**src/rtl/legv8_pkg.sv**
```systemverilog
// Shared LEGv8 fetch types: state encoding, next-PC select codes and bus widths.
// Pure declarations; no latency and no backpressure.
package legv8_pkg;

  localparam int INSTR_W = 32;
  localparam int ADDR_W  = 64;

  typedef enum logic [1:0] {
    ST_IDLE  = 2'd0,
    ST_REQ   = 2'd1,
    ST_HOLD  = 2'd2,
    ST_FAULT = 2'd3
  } fetch_state_e;

  // Code 2'b11 is deliberately unnamed; it behaves as sequential.
  localparam logic [1:0] PC_SEL_SEQ    = 2'b00;
  localparam logic [1:0] PC_SEL_BRANCH = 2'b01;
  localparam logic [1:0] PC_SEL_REG    = 2'b10;

endpackage

```
**src/rtl/legv8_next_pc.sv**
```systemverilog
// Combinational next-PC target: pc+4, pc-relative word branch, or word-aligned register target.
// Zero latency; there is no handshake, so there is no backpressure.
module legv8_next_pc
  import legv8_pkg::*;
(
  input  logic [ADDR_W-1:0] pc_i,
  input  logic [1:0]        pc_sel_i,
  input  logic [ADDR_W-1:0] branch_offset_i,
  input  logic [ADDR_W-1:0] reg_target_i,
  output logic [ADDR_W-1:0] next_pc_o
);

  always_comb begin
    next_pc_o = pc_i + 64'd4;
    case (pc_sel_i)
      PC_SEL_BRANCH: next_pc_o = pc_i + (branch_offset_i << 2);
      PC_SEL_REG:    next_pc_o = reg_target_i & ~64'h3;
      default:       next_pc_o = pc_i + 64'd4;
    endcase
  end

endmodule

```
**src/rtl/legv8_fetch_unit.sv**
```systemverilog
// Fetch stage: req/ack to instruction memory, valid/ready to the control unit, sticky timeout fault.
// Min 2 cycles per instruction (REQ+ack, HOLD+ready); instruction/pc hold while instr_ready is low.
module legv8_fetch_unit
  import legv8_pkg::*;
#(
  parameter logic [63:0] RESET_PC = 64'h0,
  parameter int          TIMEOUT  = 16
) (
  input  logic               clock,
  input  logic               reset,
  output logic               imem_req,
  output logic [ADDR_W-1:0]  imem_addr,
  input  logic               imem_ack,
  input  logic [INSTR_W-1:0] imem_rdata,
  output logic [INSTR_W-1:0] instruction,
  output logic [ADDR_W-1:0]  pc,
  output logic               instr_valid,
  input  logic               instr_ready,
  input  logic [1:0]         pc_sel,
  input  logic [ADDR_W-1:0]  branch_offset,
  input  logic [ADDR_W-1:0]  reg_target,
  output logic               fetch_fault
);

  localparam logic [7:0] CNT_LAST = 8'(TIMEOUT - 1);

  fetch_state_e        state_q;
  logic [ADDR_W-1:0]   fetch_pc_q;
  logic [ADDR_W-1:0]   fetch_pc_d;
  logic [ADDR_W-1:0]   pc_q;
  logic [INSTR_W-1:0]  instr_q;
  logic                instr_valid_q;
  logic                imem_req_q;
  logic [ADDR_W-1:0]   imem_addr_q;
  logic                fault_q;
  logic [7:0]          cnt_q;

  // Target is derived from the presented pc, not fetch_pc.
  legv8_next_pc u_next_pc (
    .pc_i            (pc_q),
    .pc_sel_i        (pc_sel),
    .branch_offset_i (branch_offset),
    .reg_target_i    (reg_target),
    .next_pc_o       (fetch_pc_d)
  );

  always_ff @(posedge clock or negedge reset) begin
    if (!reset) begin
      state_q       <= ST_IDLE;
      fetch_pc_q    <= RESET_PC;
      pc_q          <= RESET_PC;
      instr_q       <= '0;
      instr_valid_q <= 1'b0;
      imem_req_q    <= 1'b0;
      imem_addr_q   <= RESET_PC;
      fault_q       <= 1'b0;
      cnt_q         <= '0;
    end else begin
      case (state_q)
        ST_IDLE: begin
          state_q     <= ST_REQ;
          imem_req_q  <= 1'b1;
          imem_addr_q <= fetch_pc_q;
        end
        ST_REQ: begin
          if (imem_ack) begin
            instr_q       <= imem_rdata;
            pc_q          <= fetch_pc_q;
            cnt_q         <= '0;
            imem_req_q    <= 1'b0;
            instr_valid_q <= 1'b1;
            state_q       <= ST_HOLD;
          end else if (cnt_q == CNT_LAST) begin
            imem_req_q <= 1'b0;
            fault_q    <= 1'b1;
            state_q    <= ST_FAULT;
          end else begin
            cnt_q <= cnt_q + 8'd1;
          end
        end
        ST_HOLD: begin
          if (instr_ready) begin
            fetch_pc_q    <= fetch_pc_d;
            imem_addr_q   <= fetch_pc_d;
            imem_req_q    <= 1'b1;
            instr_valid_q <= 1'b0;
            state_q       <= ST_REQ;
          end
        end
        ST_FAULT: begin
          imem_req_q    <= 1'b0;
          instr_valid_q <= 1'b0;
          fault_q       <= 1'b1;
        end
        default: state_q <= ST_IDLE;
      endcase
    end
  end

  assign imem_req    = imem_req_q;
  assign imem_addr   = imem_addr_q;
  assign instruction = instr_q;
  assign pc          = pc_q;
  assign instr_valid = instr_valid_q;
  assign fetch_fault = fault_q;

endmodule

```
**config.mk**
```make
export PLATFORM = sky130hd
export DESIGN_NAME = legv8_fetch_unit
export DESIGN_NICKNAME = d
export VERILOG_FILES = /design/src/rtl/legv8_pkg.sv /design/src/rtl/legv8_next_pc.sv /design/src/rtl/legv8_fetch_unit.sv
export SDC_FILE = /design/constraint.sdc
export NUM_CORES = 1
export LEC_CHECK = 0
export ABC_CLOCK_PERIOD_IN_PS = 8700
export CORE_MARGIN = 1.5
export CORE_UTILIZATION = 55
export DETAILED_ROUTE_END_ITERATION = 8
export PLACE_DENSITY = 0.87
export SLEW_MARGIN = 20
export SYNTH_ARGS = -nofsm -noshare
export SYNTH_HDL_FRONTEND = slang
export SYNTH_SLANG_ARGS = --single-unit
```
**constraint.sdc**
```tcl
create_clock -name clock -period 8.7 [get_ports clock]
set_input_delay 2.61 -clock clock [delete_from_list [all_inputs] [get_ports clock]]
set_output_delay 2.61 -clock clock [all_outputs]
set_load 0.05 [all_outputs]
```
# After elaboration in Yosys (flattened, before gate mapping)
# Cells that the tools add are included.
# Widths: inputs -> output; s select.
dict set report classes {
  mux 19
  eq_ne 12
  reduce_logical 13
  addsub 3
}
# cell n
set ops {}
lappend ops {{$pmux 64 s2} 2}
lappend ops {{$add 64x3->64 const B} 1}
lappend ops {{$add 64x64->64} 1}
lappend ops {{$mux 64} 1}
lappend ops {{$mux 8} 2}
lappend ops {{$ne 2x2->1 const B} 5}
lappend ops {{$reduce_and 2->1} 5}
lappend ops {{$reduce_and 3->1} 3}
lappend ops {{$add 8x1->8 const B} 1}
lappend ops {{$eq 8x4->1 const B} 1}
lappend ops {{$mux 1} 7}
lappend ops {{$eq 2x2->1 const B} 3}
lappend ops {{$mux 2} 3}
lappend ops {{$pmux 2 s3} 1}
lappend ops {{$reduce_bool 3->1} 2}
lappend ops {{$eq 2x1->1 const B} 2}
lappend ops {{$pmux 1 s4} 1}
lappend ops {{$reduce_bool 2->1} 2}
lappend ops {{$ne 3x3->1 const B} 1}
lappend ops {{$pmux 1 s3} 1}
lappend ops {{$logic_not 2->1} 1}
lappend ops {{$pmux 1 s2} 1}
dict set report totals {
  inputBits 166
  output_inout_bits 163
  register_bits 237
}

# Logic depth before layout (Yosys ltp)
dict set report logic_depth {
  ltp_word 4
  ltp_mapped 15
  ltp_nobuf 14
}

# Hierarchy
# A second synthesis with hierarchy kept.
dict set report hier_totals {
  hier_cells 1423
  hier_area_um2 14244.9
}
# module instances cells_each seq_area_each_um2 area_each_um2
set by_module_without_submodules {}
lappend by_module_without_submodules {legv8_fetch_unit 1 684 5930.7 9491.6}
lappend by_module_without_submodules {legv8_next_pc 1 739 0.0 4753.3}

# Least setup slack after synthesis
# OpenSTA, ideal clock, no wires.
dict set report synth_timing {
  kind {input-to-reg}
  startpoint {input port pc_sel[0]}
  endpoint {register imem_addr_q[58], in the netlist imem_addr[58]}
  setup_slack_ps 3182
  arrival_time_ps 5446
  required_time_ps 8628
  n_path_buf 0
  stages 14
  path_cell_list {nor2b_1 -> nand2b_1 -> ha_1 -> fa_1 -> a21oi_1 -> o21ai_2 -> a211oi_4 -> o21ai_2 -> a211o_1 -> a2111o_1 -> and3_1 -> nor3_1 -> nor2_1 -> nor2_1}
}
dict set report synth_between {
  elab_chain_len 4
  word_cells_on_any_way 5
}
# element line_no
set synth_rtl {}
lappend synth_rtl {{start: declaration} legv8_fetch_unit.sv:19} ;# input logic [1:0] pc_sel,
lappend synth_rtl {{$eq 2x2->1 / $eq 2x1->1 (equally long branches)} legv8_next_pc.sv:15} ;# case (pc_sel_i)
lappend synth_rtl {{$pmux 64 s2 (*)} legv8_next_pc.sv:15}
lappend synth_rtl {{$mux 64 (*)} legv8_fetch_unit.sv:82} ;# if (instr_ready) begin
lappend synth_rtl {{$pmux 64 s2 (*)} legv8_fetch_unit.sv:59} ;# case (state_q)
lappend synth_rtl {{end signal: assignment} legv8_fetch_unit.sv:63} ;# imem_addr_q <= fetch_pc_q;
lappend synth_rtl {{end signal: assignment} legv8_fetch_unit.sv:84} ;# imem_addr_q <= fetch_pc_d;
lappend synth_rtl {{end: declaration} legv8_fetch_unit.sv:34} ;# logic [ADDR_W-1:0] imem_addr_q;
# Every way passes the cells marked *; elsewhere a longest branch is shown, timed or not. The select of a mux whose other input is x is not followed.
# A chain may end at the register's enable or synchronous reset.

# Worst setup path in the final report
dict set report layout_timing {
  startpoint {input port pc_sel[0]}
  endpoint {register fetch_pc_q[57]}
}
dict set report layout_between {
  elab_chain_len 2
  word_cells_on_any_way 3
}
# element line_no
set layout_rtl {}
lappend layout_rtl {{$eq 2x2->1 / $eq 2x1->1 (equally long branches)} legv8_next_pc.sv:15}
lappend layout_rtl {{$pmux 64 s2 (*)} legv8_next_pc.sv:15}
lappend layout_rtl {{end signal: assignment} legv8_fetch_unit.sv:83} ;# fetch_pc_q <= fetch_pc_d;
lappend layout_rtl {{end: declaration} legv8_fetch_unit.sv:28} ;# logic [ADDR_W-1:0] fetch_pc_q;
# Every way passes the cells marked *; elsewhere a longest branch is shown, timed or not.

==> flow_metrics.py <==
metrics = {
    "floorplan": {
        "core_um2": 25180,
        "initial_core_util_pct": 56.04,
        "ios": 329,
        "rows": 58,
        "die_w_um": 163.2,
        "die_h_um": 163.2,
        "die_area_um2": 26630,
    },
    "placed_design": {
        "gp_congestion": 0.9381,
        "place_inst": 2242,
        "port_buffers": 324,
        "dpl.hpwl_mm": 32.22,
        "placed_cell_area_um2": 17480,
        "place_ws_ns": 1.476,
    },
    "critical_path": {
        "crit_required_ns": 9.15,
        "cp.arrival_ns": 7.31,
        "cp_max_fo": 27,
        "path_class": "input port to flip-flop",
        "endpoint_kind": "flip-flop",
        "crit_path_start_kind": "input port",
    },
    "synthesis": {
        "ys_ff_latch": 237,
        "syn_inst": 1686,
        "synth-edff-count": 0,
        "yosysMostFrequentCell": "nand2_1",
        "ys_types": 73,
        "synth_top_cell_area_share_pct": 42.03,
        "yosysWarnings": 0,
        "ys_top_cells_by_area": "dfrtp_1 42%, nand2_1 12%, ha_1 5.5%",
        "synth_nets": 1915,
        "async_reset_ff_share_pct": 100.0,
        "syn_area_um2": 14110,
        "synth_top_area_cell": "dfrtp_1",
        "ys.flop_type": "dfrtp_1",
        "synthTopCellsByCount": "442 x nand2_1, 237 x dfrtp_1, 114 x nor2_1",
        "syn_avg_cell_area_um2": 8.370,
        "synth_seq_area_share_pct": 42.03,
    },
    "clocking": {
        "cts_tree": "done",
        "clk_latency_ns": 0.54,
        "clk_pin_slew_worst_paths_ns": 0.06,
        "cts-root-buf": "clkbuf_16",
        "postCtsSetupRepairBufs": 0,
        "h-tree-depth": 1,
        "cts-resized-gates": 0,
        "cts_buffers": 26,
        "cts.sinks": 237,
        "cts_buffer_depth": 3,
        "cts_hold_buf": 0,
    },
    "cells_and_area": {
        "drive_gt1_share_pct": 4.903,
        "fin_area_um2": 18400,
        "areaGrowthSynthToFinish_pct": 30.42,
        "layout.nets": 2170,
        "fin_cells": 2290,
        "post-route-util_pct": 73.08,
    },
    "power": {
        "p_leak_nw": 8.567,
        "powerDensity_nw_per_um2": 343.5,
        "total_power_mw": 6.321,
        "vdd_drop_max_v": 0.0003200,
    },
    "grt": {
        "gr-usage-all-layers_pct": 33.74,
        "grt_pass1_vias": 13560,
        "grt_pass1_wl_mm": 70.90,
        "grt_remaining_overflow": 0,
        "grt_max_degree": 123,
        "antenna_found_initial": 2,
    },
    "sta": {
        "setup_viol": 0,
        "finalCritPeriodShare_pct": 78.77,
        "tns_ns": 0,
        "fin_ws_ns": 1.847,
        "final.setup_skew_ns": 0.01944,
        "worst_slew_pin_slew_ns": 1.100,
        "fin_crit_ns": 6.853,
        "rsz0062_at_grt": "no",
        "holdWs_ns": 0.4727,
        "max_freq_mhz": 145.9,
        "hold_viol_final": 0,
        "relSlewSlack_pct": 26.68,
        "maxSlewViolCount": 0,
    },
    "drt": {
        "num_vias": 13810,
        "routedWlPerCell_um": 19.82,
        "routed_wl_mm": 45.39,
        "drcViolationCount": 0,
        "first_pass_iters": 7,
        "drt.antenna.violating_nets": 0,
        "avgViaCountPerCell": 6.032,
        "drt-initial-drc-count": 1379,
    },
    "run": {
        "drv_cap": 0,
    },
    "run_status": {
        "status": "finished, final reports clean",
    },
    "worst_hold_path": {
        "hp-class": "flip-flop to flip-flop",
    },
}
[cell type report]
cell class	instances	area (um2)
timing repair buffer	338	3369
sequential	237	5933
fill	1887	6778
antenna	2	5.005
inverter	12	45.04
clock inverter	5	102.6
multi-input combinational	1326	7741
clock buffer	40	794.5
tap	330	412.9
[worst max-delay path: stages]
cell and delay [ns]:
clkdlybuf4s50_1 0.59, nor2b_4 0.65, and2_1 0.23, ha_1 0.30, a21oi_1 0.33, o21a_1 0.18
o221ai_1 0.18, a221oi_2 0.47, a2111oi_0 0.22, nor3_1 0.70, o21ai_1 0.21, xnor2_1 0.28
mux2i_1 0.16, o21ai_0 0.18
[per-layer routing]
metal	part of all wire, %	global-route usage (%)
met1	41	45.20
met3	8.9	6.983
met2	47	54.41
met5	0	0
met4	3.4	11.47
[registers in the layout, indices dropped and copies added (netlist names)]
signal and count:
cnt_q 8, fetch_fault 1, fetch_pc_q 64, imem_addr 64
imem_req 1, instr_valid 1, instruction 32, pc 64
state_q 2
[where the power goes]
group          total (mW)  leakage [nW]  internal (mW)  switching [mW]
clock                1.16         0.437          0.711           0.452
sequential           1.91          3.03           1.55           0.365
combinational        3.24          5.10           1.12            2.12
total                6.32          8.57           3.38            2.94
[placed cells by master, fill, tap and decap left out, types with 11 or more instances in the layout]
cell / n
nand2_1: 441
clkdlybuf4s50_1: 323
dfrtp_1: 235
nor2_1: 112
o21ai_0: 111
a21oi_1: 102
and2_1: 65
ha_1: 62
a21o_1: 38
a31oi_1: 37
o22a_1: 32
xor2_1: 31
nand4_1: 28
xnor2_1: 28
clkbuf_16: 27
mux2i_1: 25
a22oi_1: 17
nor3_1: 16
nand3_1: 15
o21bai_1: 14
inv_1: 12
buf_4: 12
o22ai_1: 11
[cell families (layout without fill, tap and decap cells)]
family	count (synthesis)	after routing	synth area share [%]
AND/OR/NAND/NOR	724	724	22.07
AO/OA/AOI/OAI	452	452	21.10
flip-flops	237	237	42.03
buffers and inverters	123	395	3.396
adder cells (fa/ha/maj)	63	63	5.639
XOR/XNOR	60	60	3.830
multiplexers	27	27	1.933
other	0	2	0
[path summary, 6_finish.rpt]
path                                 from        endpoint  slack (ns)  depth (start not counted)
hold reg to reg            instruction[0]  instruction[0]        0.47                          2
setup / recovery                pc_sel[0]  fetch_pc_q[57]        1.85                         14
hold / removal             instruction[0]  instruction[0]        0.47                          2
max in group asynchronous           reset   imem_addr[23]        5.05                          2
min in group asynchronous           reset  fetch_pc_q[10]        2.12                          1
setup reg to reg                   pc[16]  fetch_pc_q[57]        4.90                         11
Note: power is estimated with default switching activity, not from simulation.
